`config.mk`:
```
export PLATFORM = sky130hd
export DESIGN_NAME = decode_stage_flat
export DESIGN_NICKNAME = d
export VERILOG_FILES = /design/src/rtl/decode_pkg.sv /design/src/rtl/decode_if.sv /design/src/rtl/decode_comb.sv /design/src/rtl/decode_stage.sv /design/src/flat_wrapper.sv
export SDC_FILE = /design/constraint.sdc
export NUM_CORES = 1
export LEC_CHECK = 0
export CAP_MARGIN = 10
export CORE_ASPECT_RATIO = 0.8
export CORE_MARGIN = 2
export CORE_UTILIZATION = 30
export CTS_CLUSTER_DIAMETER = 50
export CTS_CLUSTER_SIZE = 20
export DETAILED_ROUTE_END_ITERATION = 8
export PLACE_DENSITY = 0.56
export SETUP_SLACK_MARGIN = 0.05
export SLEW_MARGIN = 15
export SYNTH_ARGS = -nofsm -noshare
export SYNTH_HDL_FRONTEND = slang
export SYNTH_SLANG_ARGS = --single-unit
```
`constraint.sdc`:
```
create_clock -name clk -period 6.7 [get_ports clk]
set_clock_uncertainty 0.15 [all_clocks]
set_input_delay 1.34 -clock clk [delete_from_list [all_inputs] [get_ports clk]]
set_output_delay 1.34 -clock clk [all_outputs]
set_load 0.02 [all_outputs]
```
`src/rtl/decode_pkg.sv`:
```
// decode_pkg: shared definitions for the RV32I/RV64I decode stage.
//   - RISC-V base opcode constants (instr[6:0])
//   - instr_type_e: instruction format code reported on out_type
//   - occ_state_e:  occupancy state of the stage (0, 1 or 2 held entries)
//   - decoded_t:    decoded field bundle. The immediate is held at XLEN_MAX
//                   bits and truncated to XLEN where the bundle is stored.
package decode_pkg;

   localparam int XLEN_MAX = 64;

   localparam logic [6:0] OPC_LUI       = 7'b0110111;
   localparam logic [6:0] OPC_AUIPC     = 7'b0010111;
   localparam logic [6:0] OPC_JAL       = 7'b1101111;
   localparam logic [6:0] OPC_JALR      = 7'b1100111;
   localparam logic [6:0] OPC_BRANCH    = 7'b1100011;
   localparam logic [6:0] OPC_LOAD      = 7'b0000011;
   localparam logic [6:0] OPC_STORE     = 7'b0100011;
   localparam logic [6:0] OPC_OP_IMM    = 7'b0010011;
   localparam logic [6:0] OPC_OP        = 7'b0110011;
   localparam logic [6:0] OPC_MISC_MEM  = 7'b0001111;
   localparam logic [6:0] OPC_SYSTEM    = 7'b1110011;
   localparam logic [6:0] OPC_OP_IMM_32 = 7'b0011011;
   localparam logic [6:0] OPC_OP_32     = 7'b0111011;

   typedef enum logic [2:0] {
      T_NONE = 3'd0,
      T_U    = 3'd1,
      T_J    = 3'd2,
      T_B    = 3'd3,
      T_I    = 3'd4,
      T_S    = 3'd5,
      T_R    = 3'd6
   } instr_type_e;

   typedef enum logic [1:0] {
      OCC_EMPTY = 2'd0,
      OCC_ONE   = 2'd1,
      OCC_TWO   = 2'd2
   } occ_state_e;

   typedef struct packed {
      logic [6:0]          op;
      logic [4:0]          rd;
      logic [4:0]          rs1;
      logic [4:0]          rs2;
      logic [2:0]          funct3;
      logic [6:0]          funct7;
      logic [XLEN_MAX-1:0] imm;
      instr_type_e         itype;
      logic                illegal;
   } decoded_t;

endpackage

```
`src/rtl/decode_if.sv`:
```
// decode_if: fetch-side and consumer-side handshake bundle of decode_stage.
//   in_valid/in_ready/in_instr/in_pc/in_tag     : fetch -> stage
//   out_valid/out_ready/out_*                   : stage -> consumer
// Handshake: a transfer happens on a rising clk edge where valid & ready are
// both 1. A producer holding valid must keep its payload stable until that
// edge; valid never depends combinationally on ready in either direction.
// modport slave is the stage's view, modport master the environment's view.
interface decode_if #(
   parameter int XLEN  = 32,
   parameter int PC_W  = 32,
   parameter int TAG_W = 4
);
   logic             in_valid;
   logic             in_ready;
   logic [31:0]      in_instr;
   logic [PC_W-1:0]  in_pc;
   logic [TAG_W-1:0] in_tag;

   logic             out_valid;
   logic             out_ready;
   logic [6:0]       out_op;
   logic [4:0]       out_rd;
   logic [4:0]       out_rs1;
   logic [4:0]       out_rs2;
   logic [2:0]       out_funct3;
   logic [6:0]       out_funct7;
   logic [XLEN-1:0]  out_imm;
   logic [2:0]       out_type;
   logic             out_illegal;
   logic [PC_W-1:0]  out_pc;
   logic [TAG_W-1:0] out_tag;

   modport slave (
      input  in_valid, in_instr, in_pc, in_tag, out_ready,
      output in_ready, out_valid, out_op, out_rd, out_rs1, out_rs2,
             out_funct3, out_funct7, out_imm, out_type, out_illegal,
             out_pc, out_tag
   );

   modport master (
      output in_valid, in_instr, in_pc, in_tag, out_ready,
      input  in_ready, out_valid, out_op, out_rd, out_rs1, out_rs2,
             out_funct3, out_funct7, out_imm, out_type, out_illegal,
             out_pc, out_tag
   );
endinterface

```
`src/rtl/decode_comb.sv`:
```
// decode_comb: purely combinational RV32I/RV64I field and immediate extraction.
//   instr : raw 32-bit instruction word
//   dec   : decoded bundle; fields not used by the format are 0, immediate is
//           sign-extended to XLEN_MAX. Unknown opcodes give itype T_NONE,
//           illegal=1 and only op populated.
// OP-IMM-32 / OP-32 are recognised only when XLEN == 64.
module decode_comb
   import decode_pkg::*;
#(
   parameter int XLEN = 32
) (
   input  logic [31:0] instr,
   output decoded_t    dec
);

   instr_type_e         itype;
   logic [XLEN_MAX-1:0] imm_u, imm_j, imm_b, imm_i, imm_s;
   logic                shift_imm;

   assign imm_u = {{32{instr[31]}}, instr[31:12], 12'b0};
   assign imm_j = {{44{instr[31]}}, instr[19:12], instr[20], instr[30:21], 1'b0};
   assign imm_b = {{52{instr[31]}}, instr[7], instr[30:25], instr[11:8], 1'b0};
   assign imm_i = {{52{instr[31]}}, instr[31:20]};
   assign imm_s = {{52{instr[31]}}, instr[31:25], instr[11:7]};

   // Shift-immediates (funct3 001/101) carry a funct7 in instr[31:25].
   assign shift_imm = ((instr[6:0] == OPC_OP_IMM) ||
                       ((XLEN == 64) && (instr[6:0] == OPC_OP_IMM_32))) &&
                      (instr[13:12] == 2'b01);

   // Every legal opcode ends in 2'b11, so a mismatch on instr[1:0] always
   // falls through to T_NONE.
   always_comb begin
      itype = T_NONE;
      case (instr[6:0])
         OPC_LUI, OPC_AUIPC:                 itype = T_U;
         OPC_JAL:                            itype = T_J;
         OPC_BRANCH:                         itype = T_B;
         OPC_JALR, OPC_LOAD, OPC_OP_IMM,
         OPC_MISC_MEM, OPC_SYSTEM:           itype = T_I;
         OPC_OP_IMM_32:                      itype = (XLEN == 64) ? T_I : T_NONE;
         OPC_STORE:                          itype = T_S;
         OPC_OP:                             itype = T_R;
         OPC_OP_32:                          itype = (XLEN == 64) ? T_R : T_NONE;
         default:                            itype = T_NONE;
      endcase
   end

   always_comb begin
      dec         = '0;
      dec.op      = instr[6:0];
      dec.itype   = itype;
      dec.illegal = (itype == T_NONE);
      case (itype)
         T_U: begin
            dec.rd  = instr[11:7];
            dec.imm = imm_u;
         end
         T_J: begin
            dec.rd  = instr[11:7];
            dec.imm = imm_j;
         end
         T_B: begin
            dec.rs1    = instr[19:15];
            dec.rs2    = instr[24:20];
            dec.funct3 = instr[14:12];
            dec.imm    = imm_b;
         end
         T_I: begin
            dec.rd     = instr[11:7];
            dec.rs1    = instr[19:15];
            dec.funct3 = instr[14:12];
            dec.imm    = imm_i;
            if (shift_imm) dec.funct7 = instr[31:25];
         end
         T_S: begin
            dec.rs1    = instr[19:15];
            dec.rs2    = instr[24:20];
            dec.funct3 = instr[14:12];
            dec.imm    = imm_s;
         end
         T_R: begin
            dec.rd     = instr[11:7];
            dec.rs1    = instr[19:15];
            dec.rs2    = instr[24:20];
            dec.funct3 = instr[14:12];
            dec.funct7 = instr[31:25];
         end
         default: ;
      endcase
   end

endmodule

```
`src/rtl/decode_stage.sv`:
```
// decode_stage: registered RV32I/RV64I decode stage with a 2-entry skid
// (output register "main" plus one skid entry) so in_ready is a flop.
//   clk, reset : clock, synchronous active-high reset
//   flush      : drop every held instruction and any same-cycle input
//   bus        : decode_if.slave, fetch-side input and consumer-side output
//   dbg_state  : current occupancy state (EMPTY/ONE/TWO)
// Optional build macro DECODE_PERF_CNT_EN adds perf_decoded / perf_illegal
// (32-bit, wrap, count output transfers; cleared by reset only).
module decode_stage
   import decode_pkg::*;
#(
   parameter int XLEN  = 32,
   parameter int PC_W  = 32,
   parameter int TAG_W = 4
) (
   input  logic       clk,
   input  logic       reset,
   input  logic       flush,
   decode_if.slave    bus,
   output occ_state_e dbg_state
`ifdef DECODE_PERF_CNT_EN
   ,
   output logic [31:0] perf_decoded,
   output logic [31:0] perf_illegal
`endif
);

   typedef struct packed {
      logic [6:0]       op;
      logic [4:0]       rd;
      logic [4:0]       rs1;
      logic [4:0]       rs2;
      logic [2:0]       funct3;
      logic [6:0]       funct7;
      logic [XLEN-1:0]  imm;
      instr_type_e      itype;
      logic             illegal;
      logic [PC_W-1:0]  pc;
      logic [TAG_W-1:0] tag;
   } entry_t;

   decoded_t   dec_w;
   entry_t     in_entry, main_q, skid_q;
   occ_state_e state, state_next;
   logic       in_ready_q;
   logic       accept, drain, out_valid;
   logic       load_main_in, load_skid, main_from_skid;

   decode_comb #(.XLEN(XLEN)) u_comb (
      .instr (bus.in_instr),
      .dec   (dec_w)
   );

   // Only the low XLEN bits of the wide immediate are kept.
   generate
      if (XLEN < XLEN_MAX) begin : g_trunc
         logic unused_imm_hi;
         assign unused_imm_hi = ^dec_w.imm[XLEN_MAX-1:XLEN];
      end
   endgenerate

   assign in_entry = '{op: dec_w.op, rd: dec_w.rd, rs1: dec_w.rs1, rs2: dec_w.rs2,
                       funct3: dec_w.funct3, funct7: dec_w.funct7,
                       imm: dec_w.imm[XLEN-1:0], itype: dec_w.itype,
                       illegal: dec_w.illegal, pc: bus.in_pc, tag: bus.in_tag};

   assign out_valid = (state != OCC_EMPTY);
   assign accept    = bus.in_valid & in_ready_q;
   assign drain     = out_valid & bus.out_ready;

   always_ff @(posedge clk) begin
      if (reset) begin
         state      <= OCC_EMPTY;
         in_ready_q <= 1'b1;
      end else begin
         state      <= state_next;
         in_ready_q <= (state_next != OCC_TWO);
      end
   end

   always_comb begin
      state_next     = state;
      load_main_in   = 1'b0;
      load_skid      = 1'b0;
      main_from_skid = 1'b0;
      if (flush) begin
         state_next = OCC_EMPTY;
      end else begin
         case (state)
            OCC_EMPTY: if (accept) begin
               state_next   = OCC_ONE;
               load_main_in = 1'b1;
            end
            OCC_ONE: begin
               if (accept && drain) begin
                  load_main_in = 1'b1;
               end else if (accept) begin
                  state_next = OCC_TWO;
                  load_skid  = 1'b1;
               end else if (drain) begin
                  state_next = OCC_EMPTY;
               end
            end
            // in_ready is low here, so only a drain can happen.
            OCC_TWO: if (drain) begin
               state_next     = OCC_ONE;
               main_from_skid = 1'b1;
            end
            default: state_next = OCC_EMPTY;
         endcase
      end
   end

   always_ff @(posedge clk) begin
      if (reset) begin
         main_q <= '0;
         skid_q <= '0;
      end else begin
         if (load_main_in)        main_q <= in_entry;
         else if (main_from_skid) main_q <= skid_q;
         if (load_skid)           skid_q <= in_entry;
      end
   end

`ifdef DECODE_PERF_CNT_EN
   always_ff @(posedge clk) begin
      if (reset) begin
         perf_decoded <= '0;
         perf_illegal <= '0;
      end else if (drain) begin
         perf_decoded <= perf_decoded + 32'd1;
         if (main_q.illegal) perf_illegal <= perf_illegal + 32'd1;
      end
   end
`endif

   assign dbg_state       = state;
   assign bus.in_ready    = in_ready_q;
   assign bus.out_valid   = out_valid;
   assign bus.out_op      = main_q.op;
   assign bus.out_rd      = main_q.rd;
   assign bus.out_rs1     = main_q.rs1;
   assign bus.out_rs2     = main_q.rs2;
   assign bus.out_funct3  = main_q.funct3;
   assign bus.out_funct7  = main_q.funct7;
   assign bus.out_imm     = main_q.imm;
   assign bus.out_type    = main_q.itype;
   assign bus.out_illegal = main_q.illegal;
   assign bus.out_pc      = main_q.pc;
   assign bus.out_tag     = main_q.tag;

endmodule

```
`src/flat_wrapper.sv`:
```
// flat-port wrapper written by rule: the top's interface ports become plain ports
module decode_stage_flat import decode_pkg::*;
#(
   parameter int XLEN  = 32,
   parameter int PC_W  = 32,
   parameter int TAG_W = 4
)
  (clk, reset, flush, dbg_state, bus_in_valid, bus_in_instr, bus_in_pc, bus_in_tag, bus_out_ready, bus_in_ready, bus_out_valid, bus_out_op, bus_out_rd, bus_out_rs1, bus_out_rs2, bus_out_funct3, bus_out_funct7, bus_out_imm, bus_out_type, bus_out_illegal, bus_out_pc, bus_out_tag);
  decode_if #(.XLEN(XLEN), .PC_W(PC_W), .TAG_W(TAG_W)) bus_i ();
  input  logic clk;
  input  logic reset;
  input  logic flush;
  output occ_state_e dbg_state;
  input wire logic [$bits(bus_i.in_valid)-1:0] bus_in_valid;
  input wire logic [$bits(bus_i.in_instr)-1:0] bus_in_instr;
  input wire logic [$bits(bus_i.in_pc)-1:0] bus_in_pc;
  input wire logic [$bits(bus_i.in_tag)-1:0] bus_in_tag;
  input wire logic [$bits(bus_i.out_ready)-1:0] bus_out_ready;
  output wire logic [$bits(bus_i.in_ready)-1:0] bus_in_ready;
  output wire logic [$bits(bus_i.out_valid)-1:0] bus_out_valid;
  output wire logic [$bits(bus_i.out_op)-1:0] bus_out_op;
  output wire logic [$bits(bus_i.out_rd)-1:0] bus_out_rd;
  output wire logic [$bits(bus_i.out_rs1)-1:0] bus_out_rs1;
  output wire logic [$bits(bus_i.out_rs2)-1:0] bus_out_rs2;
  output wire logic [$bits(bus_i.out_funct3)-1:0] bus_out_funct3;
  output wire logic [$bits(bus_i.out_funct7)-1:0] bus_out_funct7;
  output wire logic [$bits(bus_i.out_imm)-1:0] bus_out_imm;
  output wire logic [$bits(bus_i.out_type)-1:0] bus_out_type;
  output wire logic [$bits(bus_i.out_illegal)-1:0] bus_out_illegal;
  output wire logic [$bits(bus_i.out_pc)-1:0] bus_out_pc;
  output wire logic [$bits(bus_i.out_tag)-1:0] bus_out_tag;
  assign bus_i.in_valid = bus_in_valid;
  assign bus_i.in_instr = bus_in_instr;
  assign bus_i.in_pc = bus_in_pc;
  assign bus_i.in_tag = bus_in_tag;
  assign bus_i.out_ready = bus_out_ready;
  assign bus_in_ready = bus_i.in_ready;
  assign bus_out_valid = bus_i.out_valid;
  assign bus_out_op = bus_i.out_op;
  assign bus_out_rd = bus_i.out_rd;
  assign bus_out_rs1 = bus_i.out_rs1;
  assign bus_out_rs2 = bus_i.out_rs2;
  assign bus_out_funct3 = bus_i.out_funct3;
  assign bus_out_funct7 = bus_i.out_funct7;
  assign bus_out_imm = bus_i.out_imm;
  assign bus_out_type = bus_i.out_type;
  assign bus_out_illegal = bus_i.out_illegal;
  assign bus_out_pc = bus_i.out_pc;
  assign bus_out_tag = bus_i.out_tag;
  decode_stage #(.XLEN(XLEN), .PC_W(PC_W), .TAG_W(TAG_W)) u_core (.clk(clk), .reset(reset), .flush(flush), .bus(bus_i), .dbg_state(dbg_state));
endmodule
```
# Word-level counts from Yosys, hierarchy flattened

Cells that the tools add are included.

Reduce and logical (&&, ||, !) cells: 11
Bitwise operators: 2
Equality and inequality tests: 21
Multiplexer cells: 27

Operators by type and width:

| operator                                                              | count |
|---|---|
| 104-bit 2-to-1 mux                                                    | 2 |
| 32-bit case mux with 5 select lines                                   | 1 |
| 7-bit equality test, second input constant                            | 4 |
| 7-bit by 6-bit equality test with 1-bit output, second input constant | 3 |
| 3-bit case mux with 6 select lines                                    | 1 |
| 5-bit 2-to-1 mux                                                      | 3 |
| 7-bit by 5-bit equality test with 1-bit output, second input constant | 2 |
| 7-bit case mux with 2 select lines                                    | 1 |
| 2-bit 2-to-1 mux                                                      | 6 |
| 3-bit equality test, second input constant                            | 3 |
| 1-bit 2-to-1 mux                                                      | 9 |
| 4-bit OR reduction                                                    | 2 |
| 7-bit by 2-bit equality test with 1-bit output, second input constant | 1 |
| 7-bit by 4-bit equality test with 1-bit output, second input constant | 1 |
| 7-bit 2-to-1 mux                                                      | 1 |
| 3-bit by 2-bit equality test with 1-bit output, second input constant | 2 |
| 2-bit case mux with 3 select lines                                    | 1 |
| 5-bit OR reduction                                                    | 1 |
| 2-bit by 1-bit equality test with 1-bit output, second input constant | 2 |
| 2-bit nonzero test                                                    | 2 |
| 3-bit by 1-bit equality test with 1-bit output, second input constant | 1 |
| 3-bit zero test                                                       | 1 |
| 3-bit 2-to-1 mux                                                      | 1 |
| 3-bit OR reduction                                                    | 1 |
| 7 further kinds                                                       | 9 |

Output and inout bits: 108
Input port bits: 73
Logic and storage cells: 85
Bits in registers: 211

# Logic depth before layout (Yosys ltp)

Gate-level depths: netlist of the first run.

Depth in word-level cells: 8
Mapped depth: 7
Gate-level depth less buffers: 5

# Modules after synthesis

A second synthesis of the first run with hierarchy kept.

Cells, all modules: 1232
Area total of the unflattened synthesis: 10074.7 um^2

By module, submodules not included:

| module       | instances | area each (um^2) | cells an instance |
|---|---|---|---|
| decode_stage | 1         | 8808.4           | 1047 |
| decode_comb  | 1         | 1266.2           | 185 |

# Worst setup path after synthesis of the first run

OpenSTA, ideal clock, no wires.

Path kind: input -> register
Start point: input port bus_in_instr[2]
End point: register u_core.main_q, in the netlist u_core.bus.out_imm[16]
Slack: 3609 ps
Data arrival time: 2822 ps
Data required time: 6430 ps
Stages on the path: 6
Library setup time: 120 ps
Path through: buf_2 -> nor2b_2 -> o211a_1 -> or4_4 -> and3_4 -> a211o_1

Word-level cells in the longest chain between the ends: 6
Elaborated cells between the ends (all ways): 21

Ends and longest elaborated chain:

| item                                                                   | line                | source |
|---|---|---|
| from (decl)                                                            | flat_wrapper.sv:15  | `input wire logic [$bits(bus_i.in_instr)-1:0] bus_in_instr;` |
| 7-bit by 5-bit equality test with 1-bit output (tied with other cells) | decode_comb.sv:35   | `case (instr[6:0])` |
| 5-bit OR reduction / 2-bit OR reduction (equally long branches)        | decode_comb.sv:35   |  |
| 3-bit case mux with 6 select lines *                                   | decode_comb.sv:35   |  |
| 3-bit equality test (tied with other cells)                            | decode_comb.sv:54   | `case (itype)` |
| 32-bit case mux with 5 select lines *                                  | decode_comb.sv:54   |  |
| 104-bit 2-to-1 mux *                                                   | decode_stage.sv:119 | `if (load_main_in) main_q <= in_entry;` |
| to (signal assigned)                                                   | decode_stage.sv:119 |  |
| to (signal assigned)                                                   | decode_stage.sv:120 | `else if (main_from_skid) main_q <= skid_q;` |
| to (decl)                                                              | decode_stage.sv:43  | `entry_t in_entry, main_q, skid_q;` |

Mark *: on every way between the ends. The rest lies on a longest branch, timed or not.
A chain may end at the register's enable or synchronous reset.

# Final worst setup path of the first run

Start point: input port bus_in_instr[6]
End point: register u_core.skid_q[56] (netlist name)

Word-level cells in the longest chain between the ends: 5
Elaborated cells between the ends (all ways): 20

Ends and longest elaborated chain:

| item                                                                   | line                | source |
|---|---|---|
| 7-bit by 5-bit equality test with 1-bit output (tied with other cells) | decode_comb.sv:35   |  |
| 5-bit OR reduction / 2-bit OR reduction (equally long branches)        | decode_comb.sv:35   |  |
| 3-bit case mux with 6 select lines *                                   | decode_comb.sv:35   |  |
| 3-bit equality test (tied with other cells)                            | decode_comb.sv:54   |  |
| 32-bit case mux with 5 select lines *                                  | decode_comb.sv:54   |  |
| to (signal assigned)                                                   | decode_stage.sv:121 | `if (load_skid) skid_q <= in_entry;` |
| to (decl)                                                              | decode_stage.sv:43  |  |

Marked as above.

==> results of run 1 <==
layout by cell type, fill, tap and decap left out, types with 5 or more instances in the layout:
cell | netlist | final
a211o_1 | 5 | 5
a211oi_1 | 28 | 28
a21oi_1 | 97 | 97
a22o_1 | 20 | 20
a22oi_1 | 8 | 8
a311oi_1 | 61 | 61
a31oi_1 | 6 | 6
buf_4 | 0 | 8
clkbuf_16 | 0 | 23
clkdlybuf4s50_1 | 0 | 179
dfxtp_1 | 211 | 211
inv_6 | 0 | 5
mux2i_1 | 13 | 13
nand2_1 | 291 | 289
nand3_1 | 29 | 29
nand4_1 | 7 | 7
nor2_1 | 94 | 94
nor3_1 | 15 | 15
o211ai_1 | 9 | 9
o21ai_0 | 8 | 8
o2bb2ai_1 | 13 | 13
layout make-up:
type,instances,share of cell area (%)
Antenna cell,3,0.0645
Clock buffer,26,5.30
Clock inverter,15,1.87
Inverter,5,0.161
Multi-Input combinational cell,765,36.2
Sequential cell,211,36.3
Tap cell,370,3.98
Timing Repair Buffer,188,16.1
cells by family (layout without fill, tap and decap cells):
| kind of cell | Yosys count | after routing | synth area share [%] |
|---|---|---|---|
| other | 0 | 3 | 0 |
| xor gates and xnor gates | 1 | 1 | 0.100 |
| DFF | 211 | 211 | 48.2 |
| muxes | 13 | 13 | 1.49 |
| buffers and inverters | 97 | 234 | 4.31 |
| AOI/OAI and AO/OA | 285 | 285 | 23.6 |
| and+or+nand+nor | 466 | 466 | 22.3 |
worst max-delay path, delay by kind of cell:
family                 cells  cell delay (ps)
and+or+nand+nor            1              460
buffers and inverters      1              820
AOI/OAI and AO/OA          4             1650
state kept, by name, summed over array words and instances, names as in the netlist, 5 cells and up:
name / flops
u_core.skid_q: 104
u_core.bus.out_imm: 32
u_core.bus.out_pc: 32
u_core.bus.out_funct7: 7
u_core.bus.out_op: 7
u_core.bus.out_rd: 5
u_core.bus.out_rs1: 5
u_core.bus.out_rs2: 5
path summary, 6_finish.rpt:
path	to	startpoint	slack, ps	cells after the start
worst max-delay path	u_core.skid_q[56]	bus_in_instr[6]	2710	6
worst min-delay path	u_core.skid_q[3]	u_core.skid_q[3]	300	2
worst max register to register	u_core.bus.out_pc[10]	u_core.dbg_state[1]	3920	5
worst min register to register	u_core.skid_q[3]	u_core.skid_q[3]	300	2
power by group through the flow:
stage	Combinational [mW]	Clock [mW]	Sequential, mW
6_report	0.286	1.38	1.31
5_1_grt	0.309	1.47	1.31
4_1_cts	0.288	1.42	1.30
3_5_place_dp	0.287	0	1.33
3_3_place_gp	0.286	0	1.33
2_1_floorplan	0.105	0	1.36
metal layers:
| metal | GRT usage (%) | vias up |
|---|---|---|
| met5 | 0 | - |
| met4 | 3.53 | 2 |
| met3 | 4.29 | 30 |
| met2 | 26.2 | 243 |
| met1 | 25.3 | 3896 |
| li1 | - | 4055 |
stage by stage:
step | total power, mW | std cells | area, µm² | hold WS (ps) | util, %
2_1_floorplan | 1.47 | 1073 | 8760 | 275 | -
3_3_place_gp | 1.62 | 1539 | 10800 | 287 | 37.9
3_5_place_dp | 1.62 | 1539 | 10800 | 298 | 37.9
4_1_cts | 3.01 | 1580 | 11600 | 307 | 40.8
5_1_grt | 3.09 | 1580 | 11600 | 323 | 40.8
6_report | 2.97 | 1583 | 11600 | 304 | 40.8
==> flow_summary_export.csv, run 1 <==
group,metric,value,unit
power,pwr-share-seq,43.9,%
routing,wl_per_cell,17.4,µm
cts,clock-root-buffer,"clkbuf_16",
worst_setup_path,cp.arrival,4280,ps
synthesis,synth_warnings,0,
power,sw_frac_of_total,25.6,%
worst_setup_path,critPathCaptureType,"flop",
routing,viasPerCell,5.20,
placed_design,post-place-ws,2210,ps
cts,cts_sinks,211,
sta,relSlewSlack,27.8,%
routing,drt-total-wl,27500,µm
synthesis,yosys.cell_types.count,54,
cells_and_area,nNetsFinal,1267,
synthesis,synth_ff_type,"dfxtp_1",
placed_design,dp_hpwl,17500,µm
synthesis,synth.largest_area_cell,"dfxtp_1",
synthesis,async_flop_share,0,%
sta,min_period,3990,ps
floorplan,dieArea,30600,µm²
power,combPwrFrac,9.6,%
cts,hold_buffers,0,
floorplan,rows,55,
cts,htree_num_levels,1,
synthesis,synthCells,1073,
power,internal_power,2.21,mW
placed_design,io_buffers,180,
sta,tightest_slew,1080,ps
power,clkPwrFrac,46.4,%
global_route,grt_pass1_vias,7748,
worst_setup_path,critPathKind,"in -> reg",
power,switchingPower,760,µW
sta,finalWorstSetupSlack,2710,ps
synthesis,synth_edf_count,0,
cells_and_area,drive_above_1_share,5.87,%
cts,cts_resized,0,
routing,wl_met3,1980,µm
cts,clk-insertion-delay-late,520,ps
routing,drtAntennaViolNets,0,
placed_design,globalplace.congestion,0.847,
cts,clk_path_buf_depth,3,
floorplan,ios,181,
worst_setup_path,critPathMaxFanout,25,
floorplan,dieWidth,195,µm
run_status,status,"finished, violations left",
cells_and_area,area_delta_synth_final,32.8,%
synthesis,synthTopCellsByCount,"nand2_1, dfxtp_1, a21oi_1",
sta,setup_tns,0,ps
worst_setup_path,cp_slowest_cell,"clkdlybuf4s50_1",
worst_setup_path,crit_path_cell_trace,"clkdlybuf4s50_1, a2111oi_4, o21ba_2, a21oi_4, nand4_1, o211ai_1",
cts,postCtsSetupRepairBufs,0,
sta,timing.final.crit_share,59.5,%
sta,hold_viol,0,
sta,max_freq,251,MHz
routing,drc,2,
power,cellPowerDensity,255,nW/µm²
global_route,grt_usage,17.4,%
cells_and_area,fill_cells,2903,
worst_setup_path,required,6990,ps
cells_and_area,multi_input_area,4220,µm²
floorplan,die_h,157,µm
run_status,failed_checks,"design-rule violations",
worst_setup_path,startpoint_type,"primary input",
global_route,grt-ovfl-total,0,
global_route,grt_start_max_net_pins,106,
routing,dr.pass1.iters,7,
worst_hold_path,holdCritPathClass,"reg -> reg",
synthesis,synth_area_per_cell,8.17,µm²
job,drv_cap,0,
synthesis,synth_seq_cells,211,
synthesis,syn-num-nets,1146,
power,leakage,3.87,nW
power,ir_worst_vdd,163,µV
worst_setup_path,critPathMaxStageDelay,820,ps
routing,via_count,8226,
synthesis,yosysSeqAreaShare,48.2,%
global_route,antenna_found_initial,4,
routing,drtIter0Drc,619,
cells_and_area,seqCellArea,4220,µm²
cts,cts_buffers,23,
global_route,grt_pass1_wl,43500,µm
routing,wl_met1,13300,µm
synthesis,synth_most_common_cell,"nand2_1",
sta,setup_viol,0,
cts,cts_tree,"yes",
sta,rsz0062_at_grt,"false",
synthesis,syn_area,8760,µm²
synthesis,synth_top_area_share,48.2,%
routing,top_layer_used,"met5",
cts,clk_pin_slew,70,ps
floorplan,initial_utilization,30.8,%
sta,drv_slew,0,
floorplan,core-area,28500,µm²
routing,dr_wl_met2,11800,µm
synthesis,synth.area.top_cells,"dfxtp_1, nand2_1, a311oi_1",
(Power assumes the default switching activity.)
==> run 2: changes to the inputs <==
==> constraint.sdc (replaced) <==
create_clock -name clk -period 3.9 [get_ports clk]
set_clock_uncertainty 0.15 [all_clocks]
set_input_delay 0.78 -clock clk [delete_from_list [all_inputs] [get_ports clk]]
set_output_delay 0.78 -clock clk [all_outputs]
set_load 0.02 [all_outputs]
==> flow_summary_export.csv, run 2 (synthesized netlist as in run 1, its figures left out) <==
group,metric,value,unit
worst_setup_path,cp.arrival,3130,ps
placed_design,io_buffers,180,
floorplan,rows,55,
cells_and_area,fill_cells,2846,
cells_and_area,multi_input_area,4220,µm²
routing,wl_per_cell,17.3,µm
sta,relSlewSlack,23.9,%
cts,postCtsSetupRepairBufs,0,
sta,drv_slew,0,
routing,drtAntennaViolNets,0,
floorplan,ios,181,
worst_setup_path,critPathMaxStageDelay,740,ps
sta,setup_viol,0,
cells_and_area,area_delta_synth_final,34.8,%
cells_and_area,seqCellArea,4220,µm²
cts,cts_buffers,25,
cells_and_area,nNetsFinal,1281,
worst_setup_path,required,4190,ps
cells_and_area,regMostFlops,"u_core.skid_q",
cts,cts_resized,0,
cells_and_area,largest_reg_flops,104,
sta,max_freq,351,MHz
worst_setup_path,critPathCaptureType,"flop",
placed_design,globalplace.congestion,0.818,
worst_setup_path,crit_path_cell_trace,"clkdlybuf4s50_1, a2111oi_4, o21ba_2, a21oi_4, buf_4, a211oi_1, a311oi_1",
power,pwr-share-seq,43.5,%
sta,timing.final.crit_share,73.0,%
sta,hold_viol,0,
run_status,failed_checks,"design-rule violations",
cells_and_area,fin_cells,1600,
global_route,grt_pass1_vias,7758,
routing,viasPerCell,5.23,
run_status,status,"finished, violations left",
cts,htree_num_levels,1,
power,internal_power,3.75,mW
floorplan,die_h,157,µm
power,sw_frac_of_total,27.1,%
routing,top_layer_used,"met5",
worst_setup_path,startpoint_type,"primary input",
placed_design,dp_hpwl,17800,µm
cells_and_area,design_area,11800,µm²
routing,dr_wl_met2,11800,µm
worst_setup_path,critPathMaxFanout,22,
sta,tightest_slew,1140,ps
cts,clk_pin_slew,70,ps
sta,finalHoldWorstSlack,304,ps
power,ir_worst_vdd,269,µV
sta,min_period,2850,ps
cts,clock-root-buffer,"clkbuf_16",
global_route,grt_start_max_net_pins,102,
routing,dr.pass1.iters,7,
worst_setup_path,critPathKind,"in -> reg",
floorplan,dieWidth,195,µm
global_route,grt-ovfl-total,0,
power,switchingPower,1.40,mW
cells_and_area,final_cell_mix,"nand2_1, dfxtp_1, clkdlybuf4s50_1",
cts,clk_path_buf_depth,3,
worst_hold_path,holdCritPathClass,"reg -> reg",
power,cellPowerDensity,436,nW/µm²
routing,via_count,8362,
placed_design,postPlaceCellArea,10900,µm²
global_route,grt_usage,17.6,%
global_route,antenna_found_initial,3,
routing,drtIter0Drc,565,
worst_setup_path,cp_slowest_cell,"clkdlybuf4s50_1",
sta,finalWorstSetupSlack,1050,ps
cts,cts_sinks,211,
global_route,grt_pass1_wl,43600,µm
job,drv_cap,0,
routing,wl_met1,13200,µm
placed_design,dp_cells,1551,
sta,rsz0062_at_grt,"false",
cts,cts_tree,"yes",
routing,wl_met3,2210,µm
floorplan,dieArea,30600,µm²
floorplan,initial_utilization,30.8,%
power,leakage,3.96,nW
cells_and_area,drive_above_1_share,7.17,%
power,combPwrFrac,9.8,%
sta,setup_tns,0,ps
routing,drc,2,
cts,clk-insertion-delay-late,540,ps
cells_and_area,final_common_cell,"nand2_1",
cts,hold_buffers,0,
floorplan,core-area,28500,µm²
power,clkPwrFrac,46.7,%
routing,drt-total-wl,27700,µm
placed_design,post-place-ws,542,ps
[run 2: cell count changes in the layout (fill, tap and decap cells not counted), sizes merged]
cell,change
clkinvlp,+4
clkinv,-2
bufinv,-2
buf,+12
inv,+5
[run 2: cell type report]
| class | count | share of cell area [%] |
|---|---|---|
| clock inverter | 20 | 1.83 |
| timing repair buffer | 200 | 17.1 |
| antenna | 3 | 0.0636 |
| inverter | 5 | 0.159 |
| clock buffer | 26 | 5.41 |
| sequential | 211 | 35.8 |
| multi-input combinational | 765 | 35.7 |
| tap | 370 | 3.92 |
[run 2: metal layers]
layer,vias up,track usage (%)
li1,4083,-
met2,266,26.6
met3,33,4.76
met5,-,0
met1,3978,25.1
met4,2,3.56
[run 2: path summary, 6_finish.rpt]
path                            end  slack, ps                 from  cells past startpoint
max          u_core.bus.out_imm[20]       1050      bus_in_instr[4]                      7
min              u_core.skid_q[101]        300   u_core.skid_q[101]                      2
max reg2reg       u_core.skid_q[87]       1700  u_core.dbg_state[0]                      5
min reg2reg      u_core.skid_q[101]        300   u_core.skid_q[101]                      2
[run 2: power by group through the flow]
| stage | Combinational (mW) | Sequential (mW) | Clock [mW] |
|---|---|---|---|
| finish | 0.505 | 2.24 | 2.41 |
| global route | 0.544 | 2.25 | 2.56 |
| CTS | 0.507 | 2.24 | 2.46 |
| detailed placement | 0.505 | 2.29 | 0 |
| global placement | 0.504 | 2.29 | 0 |
| floorplan | 0.181 | 2.34 | 0 |
[run 2: per-stage QoR]
| stage | utilization [%] | power [mW] |
|---|---|---|
| after floorplan | - | 2.52 |
| after global placement | 38.4 | 2.79 |
| after detailed placement | 38.4 | 2.79 |
| after CTS | 41.4 | 5.21 |
| after global routing | 41.4 | 5.35 |
| final | 41.5 | 5.15 |
[run 2: worst max-delay path, delay by kind of cell]
kind	cells	cell delay, ps
AO/OA/AOI/OAI	5	1290
buffers and inverters	2	1040
==> run 3: changes to the inputs <==
==> constraint.sdc (replaced) <==
create_clock -name clk -period 2.9 [get_ports clk]
set_clock_uncertainty 0.15 [all_clocks]
set_input_delay 0.58 -clock clk [delete_from_list [all_inputs] [get_ports clk]]
set_output_delay 0.58 -clock clk [all_outputs]
set_load 0.02 [all_outputs]
==> flow_summary_export.csv, run 3 (synthesized netlist as in run 1, its figures left out) <==
group,metric,value,unit
run_status,status,"finished, violations left",
run_status,failed_checks,"design-rule violations",
global_route,grt_pass1_vias,7691,
global_route,grt_usage,17.5,%
cells_and_area,design_area,12000,µm²
placed_design,postPlaceCellArea,11200,µm²
worst_hold_path,hold_end,"u_core.bus.out_rs1[3]",
power,cellPowerDensity,553,nW/µm²
cts,clk_path_buf_depth,3,
worst_setup_path,crit_path_cell_trace,"or2_2, clkdlybuf4s50_1",
worst_setup_path,critPathMaxStageDelay,600,ps
sta,max_freq,401,MHz
sta,min_period,2490,ps
power,ir_worst_vdd,386,µV
worst_setup_path,reg2reg_depth,5,
worst_setup_path,critPathKind,"reg -> out",
sta,drv_slew,0,
worst_hold_path,holdCritPathClass,"in -> reg",
worst_setup_path,reg2reg_from,"u_core.dbg_state[1]",
placed_design,dp_hpwl,18500,µm
cts,htree_num_levels,1,
cells_and_area,nNetsFinal,1306,
cts,clk-insertion-delay-late,510,ps
routing,drc,2,
sta,timing.final.crit_share,86.0,%
cts,hold_buffers,0,
routing,drt-total-wl,27700,µm
sta,setup_tns,0,ps
cts,cts_buffers,23,
routing,wl_per_cell,17.1,µm
cells_and_area,final_common_cell,"nand2_1",
cts,postCtsSetupRepairBufs,0,
cells_and_area,regMostFlops,"u_core.skid_q",
floorplan,core-area,28500,µm²
worst_setup_path,cp.arrival,1760,ps
power,leakage,4.07,nW
routing,dr.pass1.iters,8,
cts,cts_tree,"yes",
power,p_total,6.63,mW
worst_setup_path,required,2170,ps
cells_and_area,final_cell_mix,"nand2_1, dfxtp_1, clkdlybuf4s50_1",
worst_hold_path,hp-start,"reset",
floorplan,initial_utilization,30.8,%
global_route,grt-ovfl-total,0,
floorplan,rows,55,
routing,via_count,8393,
job,drv_cap,0,
floorplan,die_h,157,µm
cells_and_area,largest_reg_flops,104,
cts,clock-root-buffer,"clkbuf_16",
sta,relSlewSlack,29.6,%
worst_hold_path,hold_path_depth,2,
worst_setup_path,startpoint_type,"flop",
worst_setup_path,critPathCaptureType,"output pin",
cts,cts_sinks,211,
routing,drtIter0Drc,589,
worst_setup_path,cp_slowest_cell,"clkdlybuf4s50_1",
worst_setup_path,timing.rr.end,"u_core.skid_q[11]",
cells_and_area,drive_above_1_share,8.73,%
placed_design,io_buffers,180,
cts,clk_pin_slew,80,ps
routing,viasPerCell,5.18,
floorplan,dieArea,30600,µm²
cells_and_area,area_delta_synth_final,36.7,%
worst_setup_path,r2r_setup_slack,760,ps
routing,drtAntennaViolNets,0,
global_route,grt_pass1_wl,43300,µm
cts,cts_resized,0,
floorplan,dieWidth,195,µm
global_route,grt_start_max_net_pins,98,
sta,rsz0062_at_grt,"false",
sta,tightest_slew,1060,ps
placed_design,globalplace.congestion,0.831,
cells_and_area,fill_cells,2893,
sta,setup_viol,0,
global_route,antenna_found_initial,2,
worst_setup_path,critPathMaxFanout,8,
floorplan,ios,181,
sta,hold_viol,0,
==> run 3: changes by cell type in the layout (fill, tap and decap cells not counted), moves of 2 or more <==
cell / delta
clkinv_8: +3
inv_8: -5
inv_6: +2
clkbuf_16: -2
buf_12: +5
clkinvlp_4: -3
buf_4: +22
==> run 3: final cells by class <==
class	instances	area (µm²)	area share, %
clock inverter	16	166	1.39
multi-input combinational	765	4220	35.2
tap	370	463	3.87
sequential	211	4220	35.3
inverter	5	18.8	0.157
clock buffer	25	593	4.95
antenna	2	5.00	0.0418
timing repair buffer	227	2290	19.1
==> run 3: where the power goes <==
group          internal, mW  switching, mW
Combinational         0.312          0.390
Clock                  1.56           1.36
Sequential             2.97         0.0433
==> run 3: per-layer routing <==
metal,GRT usage (%),share of wire [%]
met1,25.4,49
met2,26.1,42
met3,4.33,7.2
met4,3.78,1.7
met5,0,0
==> run 3: metrics by stage <==
step / utilization (%) / cells / hold WS (ps) / worst slack [ps]
4_1_cts: 42.0 / 1619 / 242 / 373
3_3_place_gp: 39.4 / 1578 / 287 / -21.1
5_1_grt: 42.0 / 1619 / 257 / 300
3_5_place_dp: 39.4 / 1578 / 297 / -44.5
6_report: 42.0 / 1621 / 256 / 407
2_1_floorplan: - / 1073 / 275 / 569
==> run 3: worst max-delay path, delay by kind of cell (launching register included) <==
kind | cells | cell delay [ps]
AND/OR/NAND/NOR | 1 | 170
flip-flops | 1 | 490
buffers and inverters | 1 | 600
==> run 3: how the worst max path moves through the flow <==
| stage | startpoint | endpoint | cells after the start |
|---|---|---|---|
| after floorplan | bus_in_instr[2] | u_core.bus.out_imm[16] | 6 |
| after global placement | bus_in_instr[2] | u_core.bus.out_imm[6] | 10 |
| after detailed placement | bus_in_instr[4] | u_core.skid_q[56] | 6 |
| after CTS | u_core.dbg_state[1] | bus_out_valid | 2 |
| after global routing | u_core.dbg_state[1] | bus_out_valid | 2 |
| final | u_core.dbg_state[1] | bus_out_valid | 2 |
